## src/rtl/alu_result_serializer.sv

```systemverilog
// Serializes WIDTH_IN-bit ALU results into bytes, LSB first, for UART TX.
// Optional frame header byte is enabled by defining ALU_SER_HDR_EN.
//
// Ports:
//   CLK, RST   clock; synchronous active-high reset
//   RES_IN     result word, sampled only when RES_VALID=1
//   RES_VALID  one-cycle result strobe
//   TX_DATA    byte offered downstream (registered)
//   TX_VALID   TX_DATA valid, held until TX_READY
//   TX_READY   downstream accepts when TX_VALID && TX_READY
//   BUSY       frame in flight or hold buffer occupied (registered)
//   OVERFLOW   one-cycle pulse when a result is dropped
module alu_result_serializer #(
  parameter int unsigned     WIDTH_IN = 16,
  parameter logic      [7:0] HDR_BYTE = 8'hA5
) (
  input  logic                CLK,
  input  logic                RST,
  input  logic [WIDTH_IN-1:0] RES_IN,
  input  logic                RES_VALID,
  output logic [7:0]          TX_DATA,
  output logic                TX_VALID,
  input  logic                TX_READY,
  output logic                BUSY,
  output logic                OVERFLOW
);

  localparam int unsigned NUM_BYTES = WIDTH_IN / 8;
  localparam int unsigned IW =
    (NUM_BYTES > 1) ? $clog2(NUM_BYTES) : 1;
  localparam logic [IW-1:0] LAST = IW'(NUM_BYTES - 1);

  localparam logic [1:0] S_IDLE = 2'd0;
  localparam logic [1:0] S_SEND = 2'd1;
`ifdef ALU_SER_HDR_EN
  localparam logic [1:0] S_HDR  = 2'd2;
`endif

  logic [1:0]          st, st_n;
  logic [WIDTH_IN-1:0] sr, sr_n;
  logic [IW-1:0]       idx, idx_n, idx_inc;
  logic [WIDTH_IN-1:0] hb, hb_n;
  logic                hb_v, hbv_n;
  logic [7:0]          txd_n;
  logic                txv_n;
  logic                ovf_n;
  logic                accept;
  logic                last;
  logic                load_en;
  logic [WIDTH_IN-1:0] load_val;

  assign accept  = TX_VALID & TX_READY;
  assign last    = (st == S_SEND) && (idx == LAST);
  assign idx_inc = idx + 1'b1;

  always_comb begin
    st_n     = st;
    sr_n     = sr;
    idx_n    = idx;
    hb_n     = hb;
    hbv_n    = hb_v;
    txd_n    = TX_DATA;
    txv_n    = TX_VALID;
    ovf_n    = 1'b0;
    load_en  = 1'b0;
    load_val = RES_IN;

    unique case (1'b1)
      st == S_IDLE: begin
        if (RES_VALID) load_en = 1'b1;
      end
      accept && last: begin
        // Hold buffer has priority; a coincident new result
        // refills it so nothing is lost.
        if (hb_v) begin
          load_en  = 1'b1;
          load_val = hb;
          hbv_n    = RES_VALID;
          if (RES_VALID) hb_n = RES_IN;
        end else if (RES_VALID) begin
          load_en = 1'b1;
        end else begin
          st_n  = S_IDLE;
          txv_n = 1'b0;
        end
      end
      default: begin
        if (accept) begin
`ifdef ALU_SER_HDR_EN
          if (st == S_HDR) begin
            st_n  = S_SEND;
            idx_n = '0;
            txd_n = sr[7:0];
          end else
`endif
          begin
            idx_n = idx_inc;
            txd_n = sr[{idx_inc, 3'b000} +: 8];
          end
        end
        if (RES_VALID) begin
          if (!hb_v) begin
            hb_n  = RES_IN;
            hbv_n = 1'b1;
          end else begin
            ovf_n = 1'b1;
          end
        end
      end
    endcase

    if (load_en) begin
      sr_n  = load_val;
      idx_n = '0;
      txv_n = 1'b1;
`ifdef ALU_SER_HDR_EN
      st_n  = S_HDR;
      txd_n = HDR_BYTE;
`else
      st_n  = S_SEND;
      txd_n = load_val[7:0];
`endif
    end
  end

  always_ff @(posedge CLK) begin
    if (RST) begin
      st       <= S_IDLE;
      sr       <= '0;
      idx      <= '0;
      hb       <= '0;
      hb_v     <= 1'b0;
      TX_DATA  <= 8'h00;
      TX_VALID <= 1'b0;
      BUSY     <= 1'b0;
      OVERFLOW <= 1'b0;
    end else begin
      st       <= st_n;
      sr       <= sr_n;
      idx      <= idx_n;
      hb       <= hb_n;
      hb_v     <= hbv_n;
      TX_DATA  <= txd_n;
      TX_VALID <= txv_n;
      BUSY     <= (st_n != S_IDLE) | hbv_n;
      OVERFLOW <= ovf_n;
    end
  end

endmodule
```

## config.mk

```make
export PLATFORM = sky130hd
export DESIGN_NAME = alu_result_serializer
export DESIGN_NICKNAME = d
export VERILOG_FILES = /design/src/rtl/alu_result_serializer.sv
export SDC_FILE = /design/constraint.sdc
export NUM_CORES = 1
export LEC_CHECK = 0
export CELL_PAD_IN_SITES_DETAIL_PLACEMENT = 2
export CELL_PAD_IN_SITES_GLOBAL_PLACEMENT = 2
export CORE_MARGIN = 2
export CORE_UTILIZATION = 37
export CTS_CLUSTER_SIZE = 12
export DETAILED_ROUTE_END_ITERATION = 8
export PLACE_DENSITY = 0.8
export SLEW_MARGIN = 15
export SYNTH_ARGS = -nofsm -noshare
export SYNTH_HDL_FRONTEND = slang
export SYNTH_SLANG_ARGS = --single-unit
export TNS_END_PERCENT = 1
```

## constraint.sdc

```tcl
create_clock -name CLK -period 3.71 [get_ports CLK]
set_input_delay 0.742 -clock CLK [delete_from_list [all_inputs] [get_ports CLK]]
set_output_delay 0.742 -clock CLK [all_outputs]
set_load 0.03 [all_outputs]
```

==> impl_metrics.csv <==
group,metric,value,unit
die,rows,27,
critical_path,crit_chain,"clkdlybuf4s50_1 > nand2b_1 > o22ai_1",
synthesis,yosysTopAreaCellShare,45.17,%
synthesis,synthArstFlopShare,0,%
grt,grt_pass1_wl,8.935,mm
route,drt-total-wl,5.511,mm
synthesis,avgSynthCellArea,11.02,um2
route,dr.pass1.iters,4,
cts,cts_tree,"done",
worst_hold_path,min_from,"sr[5]",
finish,drive_gt1_share,12.56,%
synthesis,yosysMostFrequentCell,"dfxtp_1",
critical_path,reg2reg_depth,4,
route,via_per_inst,5.408,
synthesis,synth_fp_nets,209,
cts,cts_max_path_buffers,2,
sta,tightest_slew,0.9370,ns
flow_run,cap_violations,0,
worst_hold_path,hp-class,"reg -> reg",
die,dieArea,0.006247,mm2
synthesis,synthTopCellsByCount,"47 x dfxtp_1, 32 x mux2i_1, 22 x nand2b_1",
placed_design,place.gp.congestion,0.7421,
critical_path,cpPeakStageDelay,0.93,ns
sta,min_period_over_period,69.61,%
cts,clkTransAtPathRegs,0.09,ns
sta,slew_violations,0,
synthesis,synthCells,189,
pwr,cellPowerDensity,431.4,mW/mm2
critical_path,crit_type,"in -> reg",
pwr,ir_drop,163.1,uV
route,ant_nets,0,
grt,grt_max_degree,27,
critical_path,crit_fanout,26,
sta,rsz0062_at_grt,"no",
cts,cts_buffers,5,
critical_path,arrival,2.73,ns
critical_path,reg2reg_slack,1.38,ns
sta,hold_violations,0,
finish,n_antenna_cell,0,
cts,cts_sinks,47,
grt,grt_pass1_vias,1741,
synthesis,ys.flop_type,"dfxtp_1",
route,vias,1552,
die,die_w,79.04,um
finish,fin_util,46.27,%
grt,antenna_found_initial,0,
sta,final.setup.tns,0,ns
sta,clock-skew-final,0.01126,ns
synthesis,yosysWarnings,0,
placed_design,portBuffers,30,
grt,grt-ovfl-total,0,
cts,cts_setup_buffers,0,
critical_path,cp-end-kind,"flop",
die,die_h,79.04,um
sta,relSlewSlack,37.54,%
cts,cts_max_level,2,
critical_path,critPathSlowestCell,"clkdlybuf4s50_1",
synthesis,synth_cell_types,31,
worst_hold_path,holdPathEnd,"sr[5]",
sta,finalSetupViolations,0,
pwr,p_leak,0.9263,nW
die,start_util,38.07,%
synthesis,synth_top_area_cell,"dfxtp_1",
critical_path,worstReg2RegStart,"idx",
critical_path,r2r_end,"TX_DATA[6]",
grt,track_usage,18.63,%
run_status,outcome,"completed",
sta,min_period,2.583,ns
worst_hold_path,hold_depth,1,
route,first_iter_violations,65,
route,drc,0,
synthesis,ys_top_cells_by_area,"dfxtp_1 45%, mux2i_1 15%, o2bb2ai_1 6.7%, nand2b_1 6.6%, mux2_2 4.3%",
synthesis,syn_area,0.002083,mm2
die,core,0.005473,mm2
synthesis,ys_seq_elements,47,
sta,fmax,0.3872,GHz
cts,cts_hold_buf,0,
cts,insertion_delay,0.30,ns
cts,cts-root-buf,"clkbuf_8",
critical_path,start_kind,"input pin",
critical_path,cp_data_required_time,3.85,ns
finish,syn_to_final_growth,21.56,%
synthesis,ys_seq_area_share,45.17,%
route,wl_per_cell,19.20,um
placed_design,hpwl,3.896,mm
finish,fin_nets,234,
cts,cts_resized,0,
die,pin_count,31,
synthesis,synth_enable_flop_cells,0,
==> where the power goes <==
part	internal, mW	switching (mW)	total [mW]
clock network	0.203	0.188	0.392
registers	0.533	0.0226	0.556
logic	0.0709	0.0744	0.145
total	0.807	0.285	1.09
==> worst max path at each step <==
stage                   start    endpoint  slack (ns)  cells after the start
global route              RST  TX_DATA[7]        0.92                      3
CTS                       RST  TX_DATA[7]        1.13                      3
global placement          RST  TX_DATA[6]        1.04                      3
detailed placement        RST  TX_DATA[4]        0.80                      3
finish                    RST  TX_DATA[6]        1.13                      3
floorplan           RES_VALID       sr[6]        1.91                      6
==> layout make-up <==
type | instances | area (um2)
clock buffers | 5 | 68.82
flip-flops and latches | 47 | 940.9
well taps | 72 | 90.09
multi-input cells | 126 | 1064
repair buffers | 32 | 315.3
inverters | 2 | 7.507
clock inverters | 3 | 46.29
fillers | 591 | 2940
==> worst max-delay path, delay by kind of cell <==
family / cells / cell delay, ns
AOI/OAI and AO/OA: 1 / 0.23
buffers and inverters: 1 / 0.93
and+or+nand+nor: 1 / 0.82
==> cells by family after synthesis <==
| group | after synthesis | synth area share (%) |
|---|---|---|
| AO/OA/AOI/OAI | 46 | 18.14 |
| AND/OR/NAND/NOR | 38 | 12.07 |
| multiplexers | 41 | 20.42 |
| XOR/XNOR | 1 | 0.4205 |
| flip-flops | 47 | 45.17 |
| buffers and inverters | 16 | 3.784 |
==> through the flow <==
stage	worst slack, ns	hold WS (ns)	instances	area [um2]	power (mW)
6_report	1.127	0.4677	287	2532	1.092
3_3_place_gp	1.039	0.4420	278	2410	0.7007
2_1_floorplan	1.912	0.4269	189	2083	0.6487
3_5_place_dp	0.7990	0.4459	278	2410	0.7116
5_1_grt	0.9214	0.4991	287	2532	1.137
4_1_cts	1.130	0.4681	286	2525	1.103
==> cells in the final DEF (no fill, tap or decap) <==
cell type and n:
o22ai_1 8, o211ai_1 1, a311oi_1 1, nand3_4 1, nor2_4 1, a22o_1 8
a21oi_2 1, o31ai_1 1, clkbuf_8 5, a21oi_1 5, or2_2 1, nand4b_1 1
inv_1 2, mux2_4 1, clkdlybuf4s50_1 30, mux2i_1 32, nor2_1 8, xor2_1 1
nand2b_1 22, mux2_2 8, o21bai_1 1, o41ai_1 1, inv_6 1, nor3b_1 1
nor2b_1 2, o2bb2ai_1 16, a211oi_2 1, dfxtp_1 47, buf_4 2, a21oi_4 1
clkinvlp_4 1, a311oi_2 1, nand3b_4 1, bufinv_16 1
==> state kept, by name, summed over array words and instances (netlist names) <==
signal and flops:
TX_DATA 8, idx 1, st 2, TX_VALID 1
hb 16, sr 16, BUSY 1, hb_v 1
OVERFLOW 1
==> per-layer routing <==
metal	up-vias	wire [um]	track usage [%]
met5	-	0	0
met4	0	49	5.172
met3	2	152	4.432
met2	21	2681	32.71
met1	782	2627	22.70
li1	747	-	-
(Power assumes the default switching activity.)
